<file path="config.mk">
export PLATFORM = sky130hd
export DESIGN_NAME = snake_dir_ctrl
export DESIGN_NICKNAME = d
export VERILOG_FILES = /design/src/rtl/snake_pkg.sv /design/src/rtl/btn_debounce.sv /design/src/rtl/snake_dir_ctrl.sv
export SDC_FILE = /design/constraint.sdc
export NUM_CORES = 1
export LEC_CHECK = 0
export ABC_AREA = 1
export CAP_MARGIN = 20
export CORE_ASPECT_RATIO = 0.8
export CORE_MARGIN = 5
export CORE_UTILIZATION = 65
export CTS_BUF_LIST = sky130_fd_sc_hd__clkbuf_16
export DETAILED_ROUTE_END_ITERATION = 10
export PLACE_DENSITY = 0.94
export REMOVE_ABC_BUFFERS = 1
export SYNTH_ARGS = -nofsm -noshare
export SYNTH_HDL_FRONTEND = slang
export SYNTH_HIERARCHICAL = 1
export SYNTH_SLANG_ARGS = --single-unit
</file>
<file path="constraint.sdc">
create_clock -name clk -period 3.6 [get_ports clk]
set_input_delay 0.72 -clock clk [delete_from_list [all_inputs] [get_ports clk]]
set_output_delay 0.72 -clock clk [all_outputs]
set_load 0.03 [all_outputs]
</file>
<file path="src/rtl/snake_pkg.sv">
// Shared snake-game definitions: direction codes, button indices and the reversal helper.
// Imported by the game core and by the direction controller.
package snake_pkg;

    typedef logic [2:0] dir_t;

    localparam dir_t STAY  = 3'd0;
    localparam dir_t UP    = 3'd1;
    localparam dir_t DOWN  = 3'd2;
    localparam dir_t RIGHT = 3'd3;
    localparam dir_t LEFT  = 3'd4;

    // Bit positions inside the {up,down,right,left} button vector
    localparam int BTN_LEFT  = 0;
    localparam int BTN_RIGHT = 1;
    localparam int BTN_DOWN  = 2;
    localparam int BTN_UP    = 3;
    localparam int NUM_BTN   = 4;

    function automatic dir_t opposite(input dir_t d);
        case (d)
            UP:      return DOWN;
            DOWN:    return UP;
            RIGHT:   return LEFT;
            LEFT:    return RIGHT;
            default: return STAY;
        endcase
    endfunction

endpackage

</file>
<file path="src/rtl/btn_debounce.sv">
// One push-button conditioner: synchroniser chain, stable-level debounce counter,
// and a registered one-cycle pulse on each debounced rising edge.
module btn_debounce #(
    parameter int DEBOUNCE_CYCLES = 1000000,
    parameter int SYNC_STAGES     = 2
) (
    input  logic clk,
    input  logic rst_n,
    input  logic i_btn,
    output logic o_level,
    output logic o_press
);

    localparam int CW = (DEBOUNCE_CYCLES > 1) ? $clog2(DEBOUNCE_CYCLES) : 1;
    localparam logic [CW-1:0] TERM = CW'(DEBOUNCE_CYCLES - 1);

    logic [SYNC_STAGES-1:0] r_sync;
    logic [CW-1:0]          r_cnt;
    logic                   r_stable;
    logic                   r_stable_d;
    logic                   r_press;
    logic                   w_sync;

    assign w_sync  = r_sync[SYNC_STAGES-1];
    assign o_level = r_stable;
    assign o_press = r_press;

    always_ff @(posedge clk or negedge rst_n) begin
        if (!rst_n) begin
            r_sync     <= '0;
            r_cnt      <= '0;
            r_stable   <= 1'b0;
            r_stable_d <= 1'b0;
            r_press    <= 1'b0;
        end else begin
            r_sync     <= {r_sync[SYNC_STAGES-2:0], i_btn};
            r_stable_d <= r_stable;
            r_press    <= r_stable & ~r_stable_d;
            // Any cycle agreeing with the stable level restarts the window
            if (w_sync == r_stable) begin
                r_cnt <= '0;
            end else if (r_cnt == TERM) begin
                r_stable <= ~r_stable;
                r_cnt    <= '0;
            end else begin
                r_cnt <= r_cnt + CW'(1);
            end
        end
    end

endmodule

</file>
<file path="src/rtl/snake_dir_ctrl.sv">
// Snake direction command producer: debounces four buttons, arbitrates presses,
// rejects reversals and commits the pending direction once per game step.
module snake_dir_ctrl
    import snake_pkg::*;
#(
    parameter int DEBOUNCE_CYCLES = 1000000,
    parameter int SYNC_STAGES     = 2
) (
    input  logic       clk,
    input  logic       rst_n,
    input  logic       btn_up,
    input  logic       btn_down,
    input  logic       btn_left,
    input  logic       btn_right,
    input  logic       update,
    input  logic       freeze,
    input  logic       clear,
    output logic [2:0] dir,
    output logic       dir_changed,
    output logic [3:0] btn_level
);

    logic [NUM_BTN-1:0] w_raw;
    logic [NUM_BTN-1:0] w_press;
    dir_t               w_cand;
    logic               w_cand_vld;
    logic               w_commit;
    dir_t               w_ref;
    logic               w_accept;

    dir_t r_dir;
    dir_t r_pend;
    logic r_pend_vld;
    logic r_commit_q;
    logic r_dir_chg;

    assign w_raw = {btn_up, btn_down, btn_right, btn_left};

    for (genvar g = 0; g < NUM_BTN; g++) begin : g_btn
        btn_debounce #(
            .DEBOUNCE_CYCLES(DEBOUNCE_CYCLES),
            .SYNC_STAGES    (SYNC_STAGES)
        ) u_btn (
            .clk    (clk),
            .rst_n  (rst_n),
            .i_btn  (w_raw[g]),
            .o_level(btn_level[g]),
            .o_press(w_press[g])
        );
    end

    always_comb begin
        w_cand     = STAY;
        w_cand_vld = |w_press;
        if      (w_press[BTN_UP])    w_cand = UP;
        else if (w_press[BTN_DOWN])  w_cand = DOWN;
        else if (w_press[BTN_RIGHT]) w_cand = RIGHT;
        else if (w_press[BTN_LEFT])  w_cand = LEFT;
    end

    // Legality is judged against the direction that will hold after this edge
    assign w_commit = update & r_pend_vld & ~freeze;
    assign w_ref    = w_commit ? r_pend : r_dir;
    assign w_accept = w_cand_vld & ~freeze & (w_cand != w_ref) & (w_cand != opposite(w_ref));

    always_ff @(posedge clk or negedge rst_n) begin
        if (!rst_n) begin
            r_dir      <= STAY;
            r_pend     <= STAY;
            r_pend_vld <= 1'b0;
            r_commit_q <= 1'b0;
            r_dir_chg  <= 1'b0;
        end else if (clear) begin
            r_dir      <= STAY;
            r_pend_vld <= 1'b0;
            r_commit_q <= 1'b0;
            r_dir_chg  <= 1'b0;
        end else begin
            r_commit_q <= w_commit;
            r_dir_chg  <= r_commit_q;
            if (w_commit) r_dir <= r_pend;
            if (w_accept) begin
                r_pend     <= w_cand;
                r_pend_vld <= 1'b1;
            end else if (w_commit) begin
                r_pend_vld <= 1'b0;
            end
        end
    end

    assign dir         = r_dir;
    assign dir_changed = r_dir_chg;

endmodule

</file>
# ---- Yosys cells after proc, flatten, opt, wreduce, memory -nomap -nowiden
# Cells that the tools add are included.
dict set report word_totals {
  register_bits 109
  out_inout_bits 8
  word_cells 93
}
dict set report op_classes {
  addsub 4
  eq_ne 14
  muxes 20
  n_bitwise 23
  reduce_logical 7
}
# op n
set op_table {}
lappend op_table {{$mux 20} 8}
lappend op_table {{$add 20x1->20 const B} 4}
lappend op_table {{$eq 20x20->1 const B} 4}
lappend op_table {{$mux 3} 6}
lappend op_table {{$not 1->1} 14}
lappend op_table {{$pmux 3 s4} 1}
lappend op_table {{$reduce_and 2->1} 5}
lappend op_table {{$and 1x1->1} 9}
lappend op_table {{$eq 3x2->1 const B} 2}
lappend op_table {{$ne 3x3->1} 2}
lappend op_table {{$mux 1} 5}
lappend op_table {{$eq 1x1->1} 4}
lappend op_table {{$reduce_or 4->1} 1}
lappend op_table {{$eq 3x1->1 const B} 1}
lappend op_table {{$eq 3x3->1 const B} 1}
lappend op_table {{$reduce_bool 3->1} 1}

# ---- Depth between registers and ports, before layout
dict set report logic_depth {
  depth_word 9
  mapped_depth 12
}

# ---- Hierarchy
# The synthesis kept the hierarchy.
# module n_inst cells_per_inst area_per_inst_um2
set by_module_without_submodules {}
lappend by_module_without_submodules {btn_debounce 4 164 1318.8}
lappend by_module_without_submodules {snake_dir_ctrl 1 93 646.9}

# ---- Worst setup path before layout
# No wires, ideal clock.
dict set report synth_timing {
  path_type {input to register}
  start {input port freeze}
  end {register r_pend[0]}
  setup_time_ps 117
  arrival_time_ps 1575
  required_time_ps 3483
  setup_slack_ps 1908
  stages 11
  n_path_buf 0
  path_cell_list {inv_2 -> nand3_2 -> nand2_1 -> nand2_4 -> xor2_1 -> nand3_1 -> nand2_1 -> inv_2 -> nand2_2 -> nand2_1 -> nand2_1}
}
dict set report synth_between {
  elab_chain_cells 8
  word_cells_on_any_way 14
  cone_classes {6 x eq/ne; 2 x mux; 5 x bitwise; 1 x reduce/logical}
}
# item line_no
set synth_lines {}
lappend synth_lines {{start, declared} snake_dir_ctrl.sv:16} ;# input logic freeze,
lappend synth_lines {{$not 1->1 *} {snake_dir_ctrl.sv:62, snake_dir_ctrl.sv:64}}
lappend synth_lines {{$and 1x1->1} snake_dir_ctrl.sv:62} ;# assign w_commit = update & r_pend_vld & ~freeze;
lappend synth_lines {{$mux 3} n/a}
lappend synth_lines {{$eq 3x3->1 (tied with other cells)} snake_pkg.sv:21} ;# case (d)
lappend synth_lines {{$pmux 3 s4} snake_pkg.sv:21}
lappend synth_lines {{$ne 3x3->1} snake_dir_ctrl.sv:64} ;# assign w_accept = w_cand_vld & ~freeze & (w_cand != w_ref) & (w_cand != opposite(w_ref));
lappend synth_lines {{$and 1x1->1 *} snake_dir_ctrl.sv:64}
lappend synth_lines {{$reduce_and 2->1 (no source line) *} n/a}
lappend synth_lines {{end signal, assigned} snake_dir_ctrl.sv:83} ;# r_pend <= w_cand;
lappend synth_lines {{end, declared} snake_dir_ctrl.sv:32} ;# dir_t r_pend;
# Every way passes the cells marked *; elsewhere a longest branch is shown, timed or not.
# A chain may end at the register's enable or synchronous reset.

# ---- Final worst setup path
dict set report layout_timing {
  start {register g_btn[1].u_btn.r_stable}
  end {output port btn_level[1]}
}
# item line_no
set layout_rtl {}
lappend layout_rtl {{start, declared} btn_debounce.sv:19} ;# logic r_stable;
lappend layout_rtl {{start signal, assigned} btn_debounce.sv:43} ;# r_stable <= ~r_stable;
lappend layout_rtl {{end, declared} snake_dir_ctrl.sv:20} ;# output logic [3:0] btn_level
# No word-level cell between the ends.

==> reports/results.txt <==
The flow ran to the end, and the final reports show no timing, DRC or antenna violations. Setup repair after global routing left no endpoint under its margin. In this run the vertical extent of the chip is 95.4 um. In this run the worst path has a maximum fanout of 4. The mapped netlist covers 5920 um^2. Total instance count after detailed placement: 882.

The count of cells resized by post-cts repair is 0. Wires add up to 13200 um. Number of pins with negative max-slew slack in the final report: 0. The first global-routing pass estimated 22600 um of wire. Across the run, the number of max-cap violations was 0. Count of final hold-check violations: 0. The worst setup path is captured at an output port. The count of input and output buffers is 16, and the number of warning messages in the yosys log is 6. The global routing usage summed across all routing layers came out at 25.6%. Yosys attributes the largest share of cell area to sky130_fd_sc_hd__dfrtp_1 46%, sky130_fd_sc_hd__nor2_1 11%, sky130_fd_sc_hd__nand2_1 8.1%. For this run, the detailed router's first-pass iteration total came to 6. The via density per instance is 5.64, and the arrival time at the worst endpoint is 1.50 ns. For the half-perimeter wire length of the detailed placement result, the log shows 9380 um.

Of the cells placed in the final design, the portion with a size suffix greater than 1 is 14.4%. Maximum vdd ir drop: 0.312 mV. Synthesis instantiated 24 different standard cells from the library. The number of design-rule violations left by the first detailed-router iteration is 511. Setup violations remaining at the end of the flow were counted as 0.

Buffers added to address setup during post-CTS repair amount to 0. In this run the biggest area consumer among cell types represents 46.1% of the synthesized area. The tools report the deepest level of the CTS H-tree as 3.

The achievable clock frequency is 451 MHz, and the sum of negative setup slack is 0 ns. The total number of vias was 5064; the final period demand of the worst path was 2.22 ns. The pin count of the biggest net entering global routing was 55; the final antenna-violating net count was 0. The mean area per synthesized cell is 7.91 um^2. In this run the power density over the cells is 359 nW/um^2. The largest total area in the synthesized netlist belongs to sky130_fd_sc_hd__dfrtp_1. Summed over all cells, the static leakage comes to 2.85 nW.

The maximum single-stage delay on the critical path works out to 0.70 ns. The cell count after synthesis was 749; the count of boundary I/O pins was 17. Routability-driven placement finished with a final weighted congestion of 0.956. For the pin with the worst max-slew slack, the measured transition is 0.687 ns. The maximum number of buffers from clock root to sink is 2, and the headroom to the max-slew limit is 54.2%. After the flow finishes, the layout carries non-filler instances totaling 898.

The critical path goes through clkdlybuf4s50_1. In this run the horizontal extent of the chip is 117 um. In this run the worst hold path is classified as reg2reg.

The die area was 11100 um^2; the number of DRC violations after detailed routing was 0. The worst setup path is launched from a flip-flop. Global routing finished with a remaining overflow of 0. The sum of buffers and inverters on the critical path is 1, and the worst path required time is 2.88 ns. The run gives 0.00582 ns as the worst clock skew.

Synthesis inferred 109 register bits. The number of global-route vias before repair came out at 4967. TritonCTS built the clock tree. The final routed wire length divided by cell count came out at 14.8 um. The CTS clock-pin slew for the worst setup and hold paths is 0.07 ns. The TritonCTS sink count is 109. The CTS root buffer was sky130_fd_sc_hd__clkbuf_16.

From synthesis to final layout, the design area changed by 10.5%. Once the floorplan was initialized, standard cells occupied 66.1% of the core. The share of the Yosys chip area taken by registers is 46.1%. The period utilization is 61.7%. Broken down by cell family, the worst path's largest delay share belongs to buffers and inverters. The core region is 8960 um^2.

The number of clock buffers added by TritonCTS is 9. The tools report the hold buffer count at cts as 0. Row generation in the floorplan step produced 31 rows. 0 antenna diodes ended up in the layout. The tools report the number of antenna violations at the first check in global routing as 0.

The critical path in this run is classified as reg2out. Critical-path cell with the highest stage delay: sky130_fd_sc_hd__clkdlybuf4s50_1. The net count of the finished layout is 791. Final hold slack: 0.359 ns. The worst-skew pair later-pin latency is 0.35 ns. Cells fill 73.0% of the core in the end.
-- layout make-up --
class | count | area (um^2)
multi-input cells | 561 | 2900
flip-flops and latches | 109 | 2730
fillers | 646 | 2420
inverters | 79 | 297
clock buffers | 9 | 225
repair buffers | 18 | 173
well taps | 115 | 144
clock inverters | 7 | 80.1
-- flip-flops by register name, indices dropped and copies added, names as in the netlist, 3 cells and up --
name / flops
g_btn.u_btn/r_cnt: 80
g_btn.u_btn/r_sync: 8
g_btn.u_btn/o_level: 4
g_btn.u_btn/o_press: 4
g_btn.u_btn/r_stable_d: 4
dir: 3
r_pend: 3
-- per-layer routing --
metal | GRT usage (%) | wire (um)
met1 | 33.0 | 5510
met2 | 42.5 | 6480
met4 | 9.26 | 316
met5 | 0 | 0
met3 | 6.03 | 944
-- Yosys cell counts (all sizes together) --
cell and n:
xor2 35, a21oi 13, nand4 20, nor3b 8, nand2 162, or2 4, o21ai 17, inv 79
nand3b 4, ha 4, xnor2 8, dfrtp 109, nor2 209, nand3 65, nor3 12
-- final timing paths --
path | from | end | slack [ns] | cells past startpoint
worst max-delay path | g_btn[1].u_btn/o_level$_DFFE_PN0P_ | btn_level[1] | 1.38 | 1
worst min-delay path | g_btn[2].u_btn/r_sync[0]$_DFF_PN0_ | g_btn[2].u_btn/r_sync[1]$_DFF_PN0_ | 0.36 | 0
worst max register to register | r_pend_vld$_DFFE_PN0P_ | r_pend[0]$_DFFE_PN0P_ | 1.94 | 11
worst min register to register | g_btn[2].u_btn/r_sync[0]$_DFF_PN0_ | g_btn[2].u_btn/r_sync[1]$_DFF_PN0_ | 0.36 | 0
max in group asynchronous | rst_n | g_btn[0].u_btn/r_cnt[11]$_DFF_PN0_ | 2.27 | 2
min in group asynchronous | rst_n | g_btn[1].u_btn/r_cnt[9]$_DFF_PN0_ | 0.40 | 1
-- kinds of logic (layout without fill, tap and decap cells) --
kind of cell	Yosys count	in the layout	share of synthesized area, %
simple gates	484	484	38.7
flops	109	109	46.1
compound gates	30	30	2.54
buf+inv	79	113	5.01
xor+xnor	43	43	6.87
fa+ha+maj	4	4	0.845
-- placed cells by master (no fill, tap or decap) --
master / Yosys / layout
sky130_fd_sc_hd__clkinv_1: 0 / 1
sky130_fd_sc_hd__nand3_1: 59 / 59
sky130_fd_sc_hd__nand4_1: 20 / 20
sky130_fd_sc_hd__nor3_1: 12 / 12
sky130_fd_sc_hd__inv_8: 0 / 1
sky130_fd_sc_hd__o21ai_1: 9 / 9
sky130_fd_sc_hd__buf_4: 0 / 3
sky130_fd_sc_hd__nor2_4: 5 / 5
sky130_fd_sc_hd__nor3b_1: 4 / 4
sky130_fd_sc_hd__nand2_1: 128 / 128
sky130_fd_sc_hd__inv_6: 0 / 3
sky130_fd_sc_hd__nor3b_2: 4 / 4
sky130_fd_sc_hd__xnor2_1: 8 / 8
sky130_fd_sc_hd__or2_1: 4 / 4
sky130_fd_sc_hd__a21oi_1: 13 / 13
sky130_fd_sc_hd__xor2_1: 31 / 31
sky130_fd_sc_hd__dfrtp_1: 109 / 109
sky130_fd_sc_hd__clkinv_4: 0 / 1
sky130_fd_sc_hd__nand2_2: 32 / 32
sky130_fd_sc_hd__ha_1: 4 / 4
sky130_fd_sc_hd__o21ai_0: 8 / 8
sky130_fd_sc_hd__bufinv_16: 0 / 1
sky130_fd_sc_hd__clkdlybuf4s50_1: 0 / 15
sky130_fd_sc_hd__nand3_2: 6 / 6
sky130_fd_sc_hd__inv_1: 73 / 73
sky130_fd_sc_hd__nand2_4: 2 / 2
sky130_fd_sc_hd__clkbuf_16: 0 / 9
sky130_fd_sc_hd__xor2_2: 4 / 4
sky130_fd_sc_hd__nor2_2: 36 / 36
sky130_fd_sc_hd__inv_2: 6 / 6
sky130_fd_sc_hd__nand3b_1: 4 / 4
sky130_fd_sc_hd__nor2_1: 168 / 168
-- through the flow --
| stage | setup WS (ns) | power, W | cell area, um^2 |
|---|---|---|---|
| final | 1.38 | 0.00235 | 6540 |
| after global routing | 1.33 | 0.00244 | 6540 |
| after CTS | 1.37 | 0.00237 | 6540 |
| after detailed placement | 1.17 | 0.00136 | 6240 |
| after global placement | 1.33 | 0.00135 | 6240 |
| after floorplan | 1.91 | 0.00131 | 5920 |
-- report_power, final --
part / switching, W / leakage, nW / internal (W) / total, W
Sequential: 0.0000113 / 1.49 / 0.00124 / 0.00125
Combinational: 0.0000597 / 1.21 / 0.0000227 / 0.0000824
Clock: 0.000466 / 0.150 / 0.000551 / 0.00102
Note: power is estimated with default switching activity, not from simulation.
